--- config.mk ---
export PLATFORM = sky130hd
export DESIGN_NAME = ui_bus_arbiter
export DESIGN_NICKNAME = d
export VERILOG_FILES = /design/src/rtl/ui_bus_arbiter.sv
export SDC_FILE = /design/constraint.sdc
export NUM_CORES = 1
export LEC_CHECK = 0
export ABC_AREA = 1
export CORE_MARGIN = 3
export CORE_UTILIZATION = 38
export CTS_CLUSTER_DIAMETER = 30
export CTS_CLUSTER_SIZE = 20
export DETAILED_ROUTE_END_ITERATION = 12
export PLACE_DENSITY_LB_ADDON = 0.25
export SYNTH_ARGS = -nofsm -noshare
export SYNTH_HDL_FRONTEND = slang
export SYNTH_SLANG_ARGS = --single-unit
--- constraint.sdc ---
create_clock -name clk -period 4.8 [get_ports clk]
set_input_delay 0.72 -clock clk [delete_from_list [all_inputs] [get_ports clk]]
set_output_delay 0.72 -clock clk [all_outputs]
set_load 0.01 [all_outputs]
--- src/rtl/ui_bus_arbiter.sv ---
// Two-master round-robin arbiter in front of the board UI block (KEY/SW/LEDR/HEX).
// Define UIARB_ERR_EN to add per-master error outputs and block writes to the read-only inputs.
module ui_bus_arbiter #(
  parameter int               DBITS     = 32,
  parameter logic [DBITS-1:0] ADDR_HEX  = 32'hF0000000,
  parameter logic [DBITS-1:0] ADDR_LEDR = 32'hF0000004,
  parameter logic [DBITS-1:0] ADDR_KEY  = 32'hF0000010,
  parameter logic [DBITS-1:0] ADDR_SW   = 32'hF0000014
) (
  input  logic             clk,
  input  logic             reset,
  input  logic             m0_req,
  input  logic             m0_we,
  input  logic [DBITS-1:0] m0_addr,
  input  logic [DBITS-1:0] m0_wdata,
  output logic             m0_gnt,
  output logic             m0_rvalid,
  output logic [DBITS-1:0] m0_rdata,
  input  logic             m1_req,
  input  logic             m1_we,
  input  logic [DBITS-1:0] m1_addr,
  input  logic [DBITS-1:0] m1_wdata,
  output logic             m1_gnt,
  output logic             m1_rvalid,
  output logic [DBITS-1:0] m1_rdata,
`ifdef UIARB_ERR_EN
  output logic             m0_err,
  output logic             m1_err,
`endif
  output logic             ui_wrtEn,
  output logic [1:0]       ui_dev,
  output logic [DBITS-1:0] ui_wdata,
  input  logic [DBITS-1:0] ui_rdata
);

  typedef enum logic [1:0] {IDLE, ACCESS, RESP} state_t;

  state_t     state_q;
  logic       rr_q;      // 1 = m1 favoured on a tie
  logic       win_q;     // 1 = m1 owns the current access
  logic       mapped_q;

  logic             win_m1;
  logic             sel_we;
  logic [DBITS-1:0] sel_addr;
  logic [DBITS-1:0] sel_wdata;
  logic             mapped_d;
  logic [1:0]       dev_d;
  logic             wen_d;

  // Byte-lane bits take no part in register selection.
  logic unused_addr_lsbs;
  assign unused_addr_lsbs = ^{sel_addr[1:0]};

  assign win_m1    = m1_req && (!m0_req || rr_q);
  assign sel_we    = win_m1 ? m1_we    : m0_we;
  assign sel_addr  = win_m1 ? m1_addr  : m0_addr;
  assign sel_wdata = win_m1 ? m1_wdata : m0_wdata;

  // NOTE: every signal assigned in always_comb gets a default first, so no latch can be inferred.
  always_comb begin
    mapped_d = 1'b1;
    dev_d    = 2'd0;
    if (sel_addr[DBITS-1:2] == ADDR_KEY[DBITS-1:2])       dev_d = 2'd0;
    else if (sel_addr[DBITS-1:2] == ADDR_SW[DBITS-1:2])   dev_d = 2'd1;
    else if (sel_addr[DBITS-1:2] == ADDR_LEDR[DBITS-1:2]) dev_d = 2'd2;
    else if (sel_addr[DBITS-1:2] == ADDR_HEX[DBITS-1:2])  dev_d = 2'd3;
    else                                                  mapped_d = 1'b0;
  end

`ifdef UIARB_ERR_EN
  logic ro_d;
  logic err_d;
  logic err_q;
  assign ro_d  = mapped_d && (dev_d[1] == 1'b0);
  assign wen_d = sel_we && mapped_d && !ro_d;
  assign err_d = !mapped_d || (sel_we && ro_d);
`else
  assign wen_d = sel_we && mapped_d;
`endif

  // NOTE: sequential state uses non-blocking assignments only, so every register sees pre-edge values.
  always_ff @(posedge clk or posedge reset) begin
    if (reset) begin
      // NOTE: the read-data holding registers are architecturally visible, so they are reset too.
      state_q   <= IDLE;
      rr_q      <= 1'b0;
      win_q     <= 1'b0;
      mapped_q  <= 1'b0;
      m0_gnt    <= 1'b0;
      m1_gnt    <= 1'b0;
      m0_rvalid <= 1'b0;
      m1_rvalid <= 1'b0;
      m0_rdata  <= '0;
      m1_rdata  <= '0;
      ui_wrtEn  <= 1'b0;
      ui_dev    <= 2'd0;
      ui_wdata  <= '0;
`ifdef UIARB_ERR_EN
      err_q     <= 1'b0;
      m0_err    <= 1'b0;
      m1_err    <= 1'b0;
`endif
    end else begin
      case (state_q)
        IDLE: begin
          if (m0_req || m1_req) begin
            state_q  <= ACCESS;
            win_q    <= win_m1;
            rr_q     <= ~win_m1;
            mapped_q <= mapped_d;
            m0_gnt   <= ~win_m1;
            m1_gnt   <= win_m1;
            ui_wrtEn <= wen_d;
            ui_dev   <= dev_d;
            ui_wdata <= sel_wdata;
`ifdef UIARB_ERR_EN
            err_q    <= err_d;
`endif
          end
        end
        ACCESS: begin
          state_q  <= RESP;
          m0_gnt   <= 1'b0;
          m1_gnt   <= 1'b0;
          ui_wrtEn <= 1'b0;
          ui_dev   <= 2'd0;
          ui_wdata <= '0;
          if (win_q) begin
            m1_rvalid <= 1'b1;
            m1_rdata  <= mapped_q ? ui_rdata : '0;
`ifdef UIARB_ERR_EN
            m1_err    <= err_q;
`endif
          end else begin
            m0_rvalid <= 1'b1;
            m0_rdata  <= mapped_q ? ui_rdata : '0;
`ifdef UIARB_ERR_EN
            m0_err    <= err_q;
`endif
          end
        end
        RESP: begin
          state_q   <= IDLE;
          m0_rvalid <= 1'b0;
          m1_rvalid <= 1'b0;
`ifdef UIARB_ERR_EN
          m0_err    <= 1'b0;
          m1_err    <= 1'b0;
`endif
        end
        default: state_q <= IDLE;
      endcase
    end
  end

endmodule

## Word level (Yosys, flattened, before mapping)

Index checks and enable logic that the tools add are counted.

- Register bits: 108
- Latch bits: 0
- RAM bits: 0
- Memory bits (read-only): 0
- Bits of input ports: 166
- Output and inout bits: 103
- Logic and storage cells: 66
- Memories kept: 0

- Add/sub/neg operators: 0
- $mul: 0
- Divide/modulo/power cells: 0
- Magnitude comparators: 0
- Equal/unequal tests: 9
- Shifts and indexed selects: 0
- Mux-type cells: 28
- Bitwise logic cells: 2
- Reductions and logical operators: 14

Operators by type and width:

| cell | number |
|---|---|
| $mux 32 | 4 |
| $eq 30x30->1 const B | 4 |
| $pmux 32 s2 | 1 |
| $mux 2 | 6 |
| $reduce_and 2->1 | 6 |
| $mux 1 | 10 |
| $pmux 1 s2 | 5 |
| $pmux 2 s2 | 2 |
| $ne 2x2->1 const B | 3 |
| $reduce_bool 2->1 | 2 |
| $eq 2x1->1 const B | 1 |
| $eq 2x2->1 const B | 1 |
| $logic_and 1x1->1 | 2 |
| $logic_not 2->1 | 1 |
| $logic_or 1x1->1 | 2 |
| $not 1->1 | 2 |
| $logic_not 1->1 | 1 |

## Depth between registers and ports, before layout

- Depth after elaboration: 12
- Depth in mapped cells: 13
- Depth with buffers taken out: 13

## Worst setup path before layout

No wires, ideal clock.

- Path kind: input port to flip-flop
- Start: input m1_req
- End: register ui_wdata[0]
- Arrival time: 1.526 ns
- Slack: 3.150 ns
- Cell stages on the path: 8
- Path through: buf_6 -> o21ai_2 -> inv_2 -> nor2_8 -> inv_2 -> buf_2 -> nand3_1 -> nand3_1

- Longest elaborated chain between the ends: 4
- Elaborated cells on any way between the ends: 7
- Those cells by class: eq/ne (1); mux (3); reduce/logical (3)

Ends and longest elaborated chain:

| item | line | text |
|---|---|---|
| from (decl) | 19 | `input logic m1_req,` |
| $logic_and 1x1->1 | 55 | `assign win_m1 = m1_req && (!m0_req \|\| rr_q);` |
| $mux 32 | 58 | `assign sel_wdata = win_m1 ? m1_wdata : m0_wdata;` |
| $mux 32 | 107 | `if (m0_req \|\| m1_req) begin` |
| $pmux 32 s2 | 105 | `case (state_q)` |
| to (signal assigned) | 116 | `ui_wdata <= sel_wdata;` |
| to (decl) | 32 | `output logic [DBITS-1:0] ui_wdata,` |

Parallel ways exist; a longest one is shown, timed or not. The select of a mux whose other input is x is not followed.
A chain may end at the register's enable or synchronous reset.

## Worst setup path in the final report

- Start: input m1_req
- End: register ui_wdata[22]

The elaborated chain is that of the path after synthesis.

==> results.py <==
metrics = {
    "run_status": {
        "status": "finished, final reports clean",
    },
    "setup_path": {
        "crit_required_ns": 5.02,
        "arrival_ns": 2.78,
        "critPathMaxStageDelay_ns": 0.57,
        "cp_top_family": "buffers and inverters",
        "slowest_stage": "clkdlybuf4s50_1",
        "crit_path_max_fanout": 50,
        "path_buf_inv": 3,
        "crit_chain": "clkdlybuf4s50_1 -> o21ai_2 -> inv_2 -> nor2_8 -> inv_2 -> nand3_1 -> nand3_1",
        "path_class": "in -> reg",
        "startpoint_type": "input pin",
        "cp-end-kind": "register",
    },
    "layout": {
        "drive_gt1_share_pct": 3.909,
        "final_nets": 954,
        "n_antenna_cell": 0,
        "final_core_utilization_pct": 63.52,
        "fin_area_sq_mm": 0.007661,
        "area.growth.synth_to_final_pct": 62.59,
        "final_common_cell": "clkdlybuf4s50_1",
        "mostFrequentLayoutCells": "264 x clkdlybuf4s50_1, 190 x nand2_1, 108 x dfrtp_1",
    },
    "sta": {
        "setup_viol": 0,
        "rsz0062_at_grt": "false",
        "post-route-period-util_pct": 53.18,
        "hold_violations": 0,
        "tns_ns": 0,
        "fin_crit_ns": 2.553,
        "worst_pin_slew_ns": 1.212,
        "fmax_ghz": 0.3917,
        "clock_skew_ns": 0.006053,
        "final-max-slew-violation-count": 0,
        "fin_ws_ns": 2.247,
        "timing.hold.ws_ns": 0.4789,
        "relSlewSlack_pct": 19.19,
    },
    "run": {
        "maxCapViolCount": 0,
    },
    "die": {
        "fp-row-count": 40,
        "die_h_um": 117.4,
        "pin_count": 269,
        "dieArea_sq_mm": 0.01377,
        "die_x_um": 117.4,
        "core-area_sq_mm": 0.01206,
        "initial_core_util_pct": 39.07,
    },
    "global_route": {
        "antenna_found_initial": 0,
        "grt_pass1_vias": 4752,
        "grt_overflow": 0,
        "grt_use_total_pct": 20.93,
        "grt_first_pass_wirelength_mm": 23.46,
        "grt_max_degree": 77,
    },
    "power": {
        "max-vdd-ir-drop_mv": 0.2580,
        "power_density_mw_per_mm2": 425.0,
        "sw_frac_of_total_pct": 36.13,
        "pwr-share-clk_pct": 22.5,
        "p_leak_uw": 0.003252,
        "p_comb_share_pct": 40.0,
        "switchingPower_uw": 1176,
        "p_seq_share_pct": 37.5,
        "internal-power_uw": 2080,
    },
    "synthesis": {
        "synth_top_family_by_area": "simple AND/OR/NAND/NOR gates",
        "synthAdderAreaFrac_pct": 0,
        "yosys.area_share.simple_pct": 25.15,
        "synth.distinct_cells": 23,
        "synth.mux.area_fraction_pct": 0,
        "netlist_instances": 543,
        "synth_xor_xnor_area_share_pct": 0,
        "yosysSeqAreaShare_pct": 57.36,
        "ys_seq_elements": 108,
        "synth-compound-area-share_pct": 11.21,
        "syn_nets": 709,
        "avgSynthCellArea_sq_um": 8.678,
        "yosys_warnings": 0,
        "syn_area_sq_mm": 0.004712,
    },
    "placement": {
        "post-place-ws_ns": 1.897,
        "port_buffers": 264,
        "place_area_sq_mm": 0.007365,
        "gp_congestion": 0.7719,
        "place_hpwl_mm": 10.59,
    },
    "detailed_routing": {
        "drt_first_pass_iters": 4,
        "ant_nets": 0,
        "vias": 4665,
        "wl_per_cell_um": 15.06,
        "drcViolationCount": 0,
        "dr.first_iter.drc_count": 320,
        "finalWirelength_mm": 14.47,
        "vias_per_cell": 4.854,
    },
    "clock_network": {
        "root_buffer": "clkbuf_16",
        "path_clk_slew_ns": 0.07,
        "numCtsBuffers": 9,
        "cts_resized": 0,
        "htree_levels": 3,
        "ctsHoldBuffers": 0,
        "cts.path.max_buffers": 2,
        "numClockSinks": 108,
        "clk_latency_ns": 0.34,
        "cts_setup_buffers": 0,
        "cts_tree": "yes",
    },
    "worst_hold_path": {
        "hold_path.class": "reg -> reg",
    },
}
==> path summary, 6_finish.rpt <==
path                       depth (start not counted)            to  slack (ns)  startpoint
hold / removal                                     2        m0_gnt        0.48      m0_gnt
setup / recovery                                   7  ui_wdata[22]        2.25      m1_req
setup reg to reg                                   7  ui_wdata[26]        2.77        rr_q
hold reg to reg                                    2        m0_gnt        0.48      m0_gnt
max in group asynchronous                          3   m0_rdata[8]        2.85       reset
min in group asynchronous                          2   m0_rdata[7]        0.92       reset
==> state kept, by name, indices dropped and copies added, names as in the netlist <==
name       flops
m0_gnt         1
m0_rdata      32
m0_rvalid      1
m1_gnt         1
m1_rdata      32
m1_rvalid      1
mapped_q       1
rr_q           1
state_q        2
ui_dev         2
ui_wdata      32
ui_wrtEn       1
win_q          1
==> synth_stat cells (all sizes together) <==
| master | instances | area, sq um |
|---|---|---|
| dfrtp | 108 | 2703 |
| a22o | 1 | 8.760 |
| nor3 | 1 | 5.000 |
| buf | 24 | 187.7 |
| inv | 21 | 78.82 |
| nor2 | 35 | 157.7 |
| clkbuf | 8 | 30.03 |
| nand3b | 2 | 15.01 |
| nand3 | 49 | 245.2 |
| a22oi | 12 | 90.09 |
| nand4 | 2 | 12.51 |
| nand2 | 195 | 749.5 |
| o21ai | 85 | 429.2 |
==> worst min-delay path: cells and delay by family, from the launching register on <==
family	cells	cell delay, ns
flip-flops	1	0.34
AND/OR/NAND/NOR	2	0.10
==> power by group through the flow <==
| stage | logic [uW] | registers (uW) | clock network [uW] |
|---|---|---|---|
| 6_report | 1300 | 1220 | 732 |
| 5_1_grt | 1440 | 1240 | 789 |
| 4_1_cts | 1320 | 1220 | 750 |
| 3_5_place_dp | 1320 | 1230 | 0 |
| 3_3_place_gp | 1290 | 1230 | 0 |
| 2_1_floorplan | 684 | 1300 | 0 |
==> cell families (layout without fill, tap and decap cells) <==
family | after synthesis | after routing
AND/OR/NAND/NOR | 284 | 284
buffers and inverters | 53 | 303
flip-flops | 108 | 108
AO/OA/AOI/OAI | 98 | 98
==> final cells by class <==
type	instances	area, sq um
clock buffers	11	252.7
clock inverters	5	43.79
fillers	1023	4400
inverters	21	81.33
multi-input cells	382	1713
flip-flops and latches	108	2703
well taps	168	210.2
repair buffers	266	2658
==> per-stage QoR <==
step,std cells,power [uW]
after floorplan,543,1987
after global placement,945,2516
after detailed placement,945,2549
after CTS,961,3289
after global routing,961,3474
final,961,3256
==> layer usage <==
| layer | routed length, um | vias up | global-route usage [%] |
|---|---|---|---|
| met1 | 5497 | 2169 | 24.57 |
| li1 | - | 2260 | - |
| met3 | 1237 | 24 | 5.304 |
| met2 | 7410 | 212 | 36.85 |
| met5 | 0 | - | 0 |
| met4 | 328 | 0 | 8.065 |
(Power assumes the default switching activity.)
